<file path="config.mk">
export PLATFORM = sky130hd
export DESIGN_NAME = mux_rr_nx1
export DESIGN_NICKNAME = d
export VERILOG_FILES = /design/src/rtl/mux_rr_nx1.sv
export SDC_FILE = /design/constraint.sdc
export NUM_CORES = 1
export LEC_CHECK = 0
export ABC_AREA = 1
export CAP_MARGIN = 20
export CELL_PAD_IN_SITES_DETAIL_PLACEMENT = 1
export CELL_PAD_IN_SITES_GLOBAL_PLACEMENT = 1
export CORE_ASPECT_RATIO = 0.5
export CORE_MARGIN = 5
export CORE_UTILIZATION = 21
export DETAILED_ROUTE_END_ITERATION = 12
export PLACE_DENSITY = 0.83
export SETUP_SLACK_MARGIN = 0.02
export SLEW_MARGIN = 10
export SYNTH_ARGS = -nofsm -noshare
export SYNTH_HDL_FRONTEND = slang
export SYNTH_SLANG_ARGS = --single-unit
</file>
<file path="constraint.sdc">
create_clock -name clk -period 3.1 [get_ports clk]
set_input_delay 0.465 -clock clk [delete_from_list [all_inputs] [get_ports clk]]
set_output_delay 0.465 -clock clk [all_outputs]
set_load 0.02 [all_outputs]
</file>
<file path="src/rtl/mux_rr_nx1.sv">
// mux_rr_nx1: N-to-1 word multiplexer with valid/ready on every input channel
// and on the output. The output is a one-entry pipeline register. Selection is
// either a static external select (MODE=0) or round-robin arbitration (MODE=1).
//
// Optional feature macro: MUX_RR_PKT_LOCK_EN
//   When defined, adds in_last/out_last. A multi-beat packet locks the grant
//   onto its channel until the beat with in_last=1 is transferred.
module mux_rr_nx1 #(
  parameter int unsigned  WIDTH    = 8,
  parameter int unsigned  CHANNELS = 16,
  parameter int unsigned  MODE     = 1,
  localparam int unsigned SEL_W    = $clog2(CHANNELS)
) (
  input  logic                      clk,
  input  logic                      rst,
  input  logic [CHANNELS*WIDTH-1:0] in_data,
  input  logic [CHANNELS-1:0]       in_valid,
  output logic [CHANNELS-1:0]       in_ready,
  input  logic [SEL_W-1:0]          sel,
  output logic [WIDTH-1:0]          out_data,
  output logic                      out_valid,
  input  logic                      out_ready,
  output logic [SEL_W-1:0]          out_chan
`ifdef MUX_RR_PKT_LOCK_EN
  ,
  input  logic [CHANNELS-1:0]       in_last,
  output logic                      out_last
`endif
);

  // Highest legal channel index; the pointer wraps here, not at 2^SEL_W-1.
  localparam logic [SEL_W-1:0] LAST_CH = SEL_W'(CHANNELS - 1);

  logic [WIDTH-1:0] out_data_q;
  logic [WIDTH-1:0] out_data_d;
  logic             out_valid_q;
  logic             out_valid_d;
  logic [SEL_W-1:0] out_chan_q;
  logic [SEL_W-1:0] out_chan_d;
  logic [SEL_W-1:0] ptr_q;
  logic [SEL_W-1:0] ptr_d;

  logic             load;
  logic             xfer;
  logic [SEL_W-1:0] grant;
  logic             grant_active;
  logic [WIDTH-1:0] grant_word;
  logic             grant_last;

  // Round-robin scan results: first requester at or above ptr, and first overall.
  logic             rr_hi_found;
  logic [SEL_W-1:0] rr_hi_idx;
  logic             rr_lo_found;
  logic [SEL_W-1:0] rr_lo_idx;

`ifdef MUX_RR_PKT_LOCK_EN
  typedef enum logic {
    ST_IDLE   = 1'b0,
    ST_LOCKED = 1'b1
  } lock_state_e;

  lock_state_e      state_q;
  lock_state_e      state_d;
  logic [SEL_W-1:0] lock_chan_q;
  logic [SEL_W-1:0] lock_chan_d;
  logic             out_last_q;
  logic             out_last_d;
`endif

  // Output register can accept a new word when empty or being drained this cycle.
  assign load = !out_valid_q || out_ready;

  // Round-robin priority scan starting at ptr, wrapping to channel 0.
  always_comb begin
    rr_hi_found = 1'b0;
    rr_hi_idx   = '0;
    rr_lo_found = 1'b0;
    rr_lo_idx   = '0;
    for (int i = int'(CHANNELS) - 1; i >= 0; i--) begin
      if (in_valid[i]) begin
        rr_lo_found = 1'b1;
        rr_lo_idx   = SEL_W'(i);
        if (SEL_W'(i) >= ptr_q) begin
          rr_hi_found = 1'b1;
          rr_hi_idx   = SEL_W'(i);
        end
      end
    end
  end

  // Grant selection: packet lock first, then static select or round-robin.
  always_comb begin
    grant        = '0;
    grant_active = 1'b0;
    if (MODE == 0) begin
      grant = sel;
      // An out-of-range select matches no channel and so grants nothing.
      for (int i = 0; i < int'(CHANNELS); i++) begin
        if (sel == SEL_W'(i)) begin
          grant_active = in_valid[i];
        end
      end
    end else begin
      grant        = rr_hi_found ? rr_hi_idx : rr_lo_idx;
      grant_active = rr_hi_found || rr_lo_found;
    end
`ifdef MUX_RR_PKT_LOCK_EN
    if (state_q == ST_LOCKED) begin
      grant        = lock_chan_q;
      grant_active = 1'b0;
      for (int i = 0; i < int'(CHANNELS); i++) begin
        if (lock_chan_q == SEL_W'(i)) begin
          grant_active = in_valid[i];
        end
      end
    end
`endif
  end

  // Word (and last flag) of the granted channel.
  always_comb begin
    grant_word = '0;
    grant_last = 1'b1;
    for (int i = 0; i < int'(CHANNELS); i++) begin
      if (grant == SEL_W'(i)) begin
        grant_word = in_data[i*WIDTH +: WIDTH];
`ifdef MUX_RR_PKT_LOCK_EN
        grant_last = in_last[i];
`endif
      end
    end
  end

  // A transfer happens on the granted channel; reset blocks all handshakes.
  assign xfer = !rst && load && grant_active;

  // One-hot ready toward the granted channel only.
  always_comb begin
    in_ready = '0;
    for (int i = 0; i < int'(CHANNELS); i++) begin
      in_ready[i] = xfer && (grant == SEL_W'(i));
    end
  end

  // Next value of output register and round-robin pointer.
  always_comb begin
    out_data_d  = out_data_q;
    out_valid_d = out_valid_q;
    out_chan_d  = out_chan_q;
    ptr_d       = ptr_q;
`ifdef MUX_RR_PKT_LOCK_EN
    out_last_d  = out_last_q;
`endif
    if (xfer) begin
      out_data_d  = grant_word;
      out_chan_d  = grant;
      out_valid_d = 1'b1;
`ifdef MUX_RR_PKT_LOCK_EN
      out_last_d  = grant_last;
`endif
      // Inside a locked packet the pointer advances only on the last beat.
      if (grant_last) begin
        ptr_d = (grant == LAST_CH) ? '0 : grant + SEL_W'(1);
      end
    end else if (load) begin
      out_valid_d = 1'b0;
    end
  end

  // Output register and pointer state.
  always_ff @(posedge clk) begin
    if (rst) begin
      out_data_q  <= '0;
      out_valid_q <= 1'b0;
      out_chan_q  <= '0;
      ptr_q       <= '0;
    end else begin
      out_data_q  <= out_data_d;
      out_valid_q <= out_valid_d;
      out_chan_q  <= out_chan_d;
      ptr_q       <= ptr_d;
    end
  end

`ifdef MUX_RR_PKT_LOCK_EN
  // Packet-lock next state: lock on a non-last beat, release on the last beat.
  always_comb begin
    state_d     = state_q;
    lock_chan_d = lock_chan_q;
    case (state_q)
      ST_IDLE: begin
        if (xfer && !grant_last) begin
          state_d     = ST_LOCKED;
          lock_chan_d = grant;
        end
      end
      ST_LOCKED: begin
        if (xfer && grant_last) begin
          state_d = ST_IDLE;
        end
      end
      default: begin
        state_d = ST_IDLE;
      end
    endcase
  end

  // Packet-lock state register and registered last flag.
  always_ff @(posedge clk) begin
    if (rst) begin
      state_q     <= ST_IDLE;
      lock_chan_q <= '0;
      out_last_q  <= 1'b0;
    end else begin
      state_q     <= state_d;
      lock_chan_q <= lock_chan_d;
      out_last_q  <= out_last_d;
    end
  end

  assign out_last = out_last_q;
`endif

  assign out_data  = out_data_q;
  assign out_valid = out_valid_q;
  assign out_chan  = out_chan_q;

endmodule

</file>
Word-level counts from Yosys, hierarchy flattened
Index checks and enable logic that the tools add are counted.
Storage, ports and cells
  flip-flop bits (word level): 17
  bits in latches: 0
  memory bits (writable): 0
  memory bits (read-only): 0
  input port bits: 151
  output and inout bits: 29
  word-level logic and storage cells: 176
  memories kept: 0
Operators by class
  add/subtract/negate cells: 1
  multiply operators: 0
  divide/modulo/power cells: 0
  $lt $le $gt $ge: 16
  equality and inequality tests: 15
  shifts and indexed selects: 0
  mux-type cells: 116
  bitwise gates (word level): 0
  reductions and logical operators: 24
Operators with widths (number)
  4-bit 2-to-1 mux: 50
  8-bit 2-to-1 mux: 16
  1-bit 2-to-1 mux: 50
  4-bit equality test (second input constant): 8
  4-bit >= comparator (first input constant): 8
  1-bit logical AND: 18
  4-bit by 3-bit equality test with 1-bit output (second input constant): 4
  3-bit by 4-bit >= comparator with 1-bit output (first input constant): 4
  4-bit by 2-bit equality test with 1-bit output (second input constant): 2
  1-bit by 4-bit >= comparator with 1-bit output (first input constant): 2
  2-bit by 4-bit >= comparator with 1-bit output (first input constant): 2
  4-bit by 1-bit adder with 4-bit output (second input constant): 1
  4-bit by 1-bit equality test with 1-bit output (second input constant): 1
  4-bit logical NOT: 1
  1-bit logical NOT: 2
  1-bit logical OR: 2
  2-bit nonzero test: 1

Logic depth before layout (Yosys ltp)
  word-level depth: 51
  gate-level depth with buffers: 35

Worst setup path before layout
Ideal clock, no wire load.
  kind: reg-to-output
  from: register ptr_q[3]
  to: output port in_ready[14]
  arrival: 3109 ps
  slack: -474 ps
  cell stages (with the launch flop): 18
  path through: dfxtp_1 > buf_4 > nor2_2 > nand3_1 > nand2_1 > nor2_4 > inv_2 > nor2_4 > nand2_1 > or3b_2 > o21ai_0 > ha_1 > clkbuf_1 > inv_1 > nor2_1 > clkinv_1 > clkbuf_1 > nor2_1
Between the ends
  longest elaborated chain between the ends: 36
  elaborated cells on any way between the ends: 85
  those cells by class: order compare (16); eq/ne (1); mux (65); reduce/logical (3)
Ends and longest elaborated chain
  start: declaration: RTL line 40  | logic [SEL_W-1:0] ptr_q;
  start signal: assignment: RTL line 181  | ptr_q <= ptr_d;
  4-bit >= comparator: RTL line 83  | if (SEL_W'(i) >= ptr_q) begin
  4-bit 2-to-1 mux / 1-bit 2-to-1 mux (equally long branches): RTL line 83
  4-bit 2-to-1 mux / 1-bit 2-to-1 mux (equally long branches): RTL line 80  | if (in_valid[i]) begin
  4-bit 2-to-1 mux / 1-bit 2-to-1 mux (equally long branches): RTL line 83
  4-bit 2-to-1 mux / 1-bit 2-to-1 mux (equally long branches): RTL line 80
  4-bit 2-to-1 mux / 1-bit 2-to-1 mux (equally long branches): RTL line 83
  4-bit 2-to-1 mux / 1-bit 2-to-1 mux (equally long branches): RTL line 80
  4-bit 2-to-1 mux / 1-bit 2-to-1 mux (equally long branches): RTL line 83
  (+21 left out)
  4-bit 2-to-1 mux / 1-bit 2-to-1 mux (equally long branches): RTL line 83
  4-bit 2-to-1 mux / 1-bit 2-to-1 mux (equally long branches): RTL line 80
  4-bit 2-to-1 mux / 1-bit 2-to-1 mux (equally long branches): RTL line 83
  4-bit 2-to-1 mux / 1-bit 2-to-1 mux (equally long branches): RTL line 80
  4-bit 2-to-1 mux *: RTL line 104  | grant = rr_hi_found ? rr_hi_idx : rr_lo_idx;
  via grant[1]: RTL line 45  | logic [SEL_W-1:0] grant;
  4-bit equality test *: RTL line 141  | in_ready[i] = xfer && (grant == SEL_W'(i));
  1-bit logical AND *: RTL line 141
  end: declaration: RTL line 18  | output logic [CHANNELS-1:0] in_ready,
The timed path passes the listed nets; every way through them passes the cells marked *.

Worst setup path after layout
  from: register ptr_q[2]
  to: register out_data_q[5], in the netlist out_data[5]
Between the ends
  longest elaborated chain between the ends: 51
  elaborated cells on any way between the ends: 115
  those cells by class: order compare (16); eq/ne (15); mux (81); reduce/logical (3)
Ends and longest elaborated chain
  4-bit >= comparator: RTL line 83
  4-bit 2-to-1 mux / 1-bit 2-to-1 mux (equally long branches): RTL line 83
  4-bit 2-to-1 mux / 1-bit 2-to-1 mux (equally long branches): RTL line 80
  4-bit 2-to-1 mux / 1-bit 2-to-1 mux (equally long branches): RTL line 83
  4-bit 2-to-1 mux / 1-bit 2-to-1 mux (equally long branches): RTL line 80
  4-bit 2-to-1 mux / 1-bit 2-to-1 mux (equally long branches): RTL line 83
  4-bit 2-to-1 mux / 1-bit 2-to-1 mux (equally long branches): RTL line 80
  4-bit 2-to-1 mux / 1-bit 2-to-1 mux (equally long branches): RTL line 83
  (+22 left out)
  4-bit 2-to-1 mux / 1-bit 2-to-1 mux (equally long branches): RTL line 80
  4-bit 2-to-1 mux / 1-bit 2-to-1 mux (equally long branches): RTL line 83
  4-bit 2-to-1 mux / 1-bit 2-to-1 mux (equally long branches): RTL line 80
  4-bit 2-to-1 mux *: RTL line 104
  via grant[1]: RTL line 45
  4-bit logical NOT: RTL line 125  | if (grant == SEL_W'(i)) begin
  8-bit 2-to-1 mux (15 in a row): RTL line 125
  8-bit 2-to-1 mux *: RTL line 125
  end signal: assignment: RTL line 178  | out_data_q <= out_data_d;
  end: declaration: RTL line 34  | logic [WIDTH-1:0] out_data_q;
Marks and branches as above.
A chain may end at the register's enable or synchronous reset.

==> flow_summary.json <==
{
  "synthDominantCellAreaShare_pct": 26.2,
  "io-pin-count": 180,
  "p_leak_uw": 0.00301,
  "fin_area_sq_um": 6290,
  "dp_hpwl_um": 13500,
  "grt_setup_unrepaired": "true",
  "antenna_found_initial": 0,
  "die_area_sq_um": 16700,
  "grt_pass1_wl_um": 27800,
  "crit_arrival_ps": 3740,
  "setup_viol": 21,
  "cts_buffers": 3,
  "routed_wl_um": 20200,
  "min_period_over_period_pct": 115,
  "hold_viol": 0,
  "p_per_area_nw_per_um2": 436,
  "rows": 30,
  "fillers": 1802,
  "grtUsageTotal_pct": 20.8,
  "post_dp_cell_area_sq_um": 5500,
  "pre_cts_slack_ps": -1010,
  "yosys_register_bits": 17,
  "peakVddDrop_mv": 0.193,
  "synthTopCellsByArea": "nand2_1, dfxtp_1, inv_1, nor2_1, nand3_1",
  "ys.flop_type": "dfxtp_1",
  "slew_headroom_pct": 79.4,
  "diodes": 0,
  "seq_area_frac_synth_pct": 11.5,
  "required_ps": 3270,
  "syn_area_sq_um": 2950,
  "period_needed_ps": 3560,
  "vias": 5066,
  "cts.sinks": 17,
  "total_power_uw": 2740,
  "drc": 0,
  "cts.clk_slew.worst_paths_ps": 60,
  "cts_max_level": 1,
  "clockBufferDepth": 2,
  "grt_pass1_vias": 5445,
  "yosysTopAreaCell": "nand2_1",
  "crit_path_end_kind": "register",
  "io_buffers": 175,
  "cp_max_fo": 6,
  "overflow": 0,
  "critPathKind": "reg2reg",
  "slew_viol_final": 0,
  "worst_hold_slack_ps": 485,
  "coreArea_sq_um": 13700,
  "hold_path.class": "reg2reg",
  "synth_warnings": 0,
  "setup_slack_ps": -464,
  "cts_tree": "done",
  "first_pass_iters": 4,
  "start_util_pct": 21.6,
  "critPathLaunchType": "register",
  "die_y_um": 93.9,
  "viasPerCell": 4.80,
  "max_freq_mhz": 281,
  "cts-root-buf": "clkbuf_16",
  "crit_slowest_cell": "dfxtp_4",
  "async_flop_share_pct": 0,
  "final_nets": 1019,
  "grt_max_degree": 17,
  "status": "complete, but fails checks",
  "tightestPinTransition_ps": 306,
  "max_stage_delay_ps": 380,
  "synth.most_common_cell": "nand2_1",
  "layout-area-overhead-vs-synth_pct": 113,
  "violations": "negative setup slack",
  "insertion_delay_ps": 250,
  "drv_cap": 0,
  "cp_common_cell": "nand2_1",
  "clock_skew_ps": 1.85,
  "drt_iter0_drc": 327,
  "drive_above_1_share_pct": 31.1,
  "synthCells": 592,
  "fp.dieW_um": 178,
  "syn_area_per_cell_sq_um": 4.99,
  "wl_per_cell_um": 19.1,
  "synth_fp_nets": 747,
  "ant_nets": 0,
  "synthTopCellsByCount": "nand2_1, inv_1, nor2_1, nand3_1, a21oi_1",
  "synth_cell_types": 34,
  "synth_edf_count": 0,
  "gp_congestion": 0.885
}
-- sequential cells by signal, indices dropped and copies added, names as in the netlist --
name       cells
out_chan       4
out_data       8
out_valid      1
ptr_q          4
-- report_power, final --
group          internal [uW]  switching [uW]
Sequential               265            50.0
Combinational            943            1210
Clock                    173             100
Total                   1380            1360
-- final cells by class --
cell class,instances,area (sq um),share of cell area [%]
Tap cell,192,240,3.82
Inverter,92,375,5.97
Sequential cell,17,355,5.65
Clock buffer,3,75.1,1.19
Multi-Input combinational cell,468,2620,41.6
Timing Repair Buffer,282,2620,41.7
Clock inverter,1,5.00,0.0796
-- logic make-up (layout without fill, tap and decap cells) --
logic type	count (synthesis)	in the layout	share of synthesized area [%]
xor+xnor	1	1	0.297
simple gates	390	390	58.4
flops	17	17	11.5
compound gates	73	73	13.4
buf+inv	107	378	14.7
fa+ha+maj	4	4	1.69
-- critical path, delay by kind of cell (launching register included) --
kind	cells	cell delay, ps
compound gates	2	280
fa+ha+maj	1	200
buf+inv	4	430
flops	1	380
simple gates	23	2170
-- path summary, 6_finish.rpt --
| kind | start | slack, ps | end | depth (start not counted) |
|---|---|---|---|---|
| max | ptr_q[2] | -460 | out_data[5] | 30 |
| min | out_chan[3] | 490 | out_chan[3] | 2 |
| max reg2reg | ptr_q[2] | -460 | out_data[5] | 30 |
| min reg2reg | out_chan[3] | 490 | out_chan[3] | 2 |
-- layer usage --
metal  up-vias  share of wire (%)  GRT usage [%]  wire length, um
met1      2449                 38           22.4             7650
li1       2383                  -              -                -
met2       164                 53           40.4            10600
met4         0                5.0           9.26             1020
met5         -                  0              0                0
met3        70                4.4           2.85              892
-- placed cells by master (no fill, tap or decap), types with 4 or more instances in the layout --
master and instances:
inv_1 69, nand2_1 183, dlygate4sd2_1 13, inv_4 4, nand2_2 22, clkdlybuf4s50_1 143
dfxtp_4 4, nor2_1 60, buf_4 94, nand4_1 4, o21ai_0 7, a21oi_1 31
ha_4 4, buf_2 5, nor2_2 13, or2_2 7, nor2_4 18, inv_2 14
a22oi_1 8, o21ai_1 14, nand2_4 8, or2_4 5, nand3_1 38, a21oi_2 7
buf_6 20, dfxtp_1 13, nand3_2 16
-- stage by stage --
| step | TNS, ps | util, % | cells |
|---|---|---|---|
| 2_1_floorplan | 0 | - | 592 |
| 3_3_place_gp | -17910 | 40.2 | 1020 |
| 3_5_place_dp | -20020 | 40.2 | 1020 |
| 4_1_cts | -2180 | 43.2 | 1043 |
| 5_1_grt | -7660 | 46.0 | 1055 |
| 6_report | -4120 | 46.0 | 1055 |
-- repair_timing --
item                       in CTS  in global routing
hold buffers                    0                  0
pin swaps                      49                 47
cloned                          1                  0
resized for setup             180                 81
buffers inserted               18                 14
setup endpoints to repair      24                 24
Power figures use the tool's default switching activity.
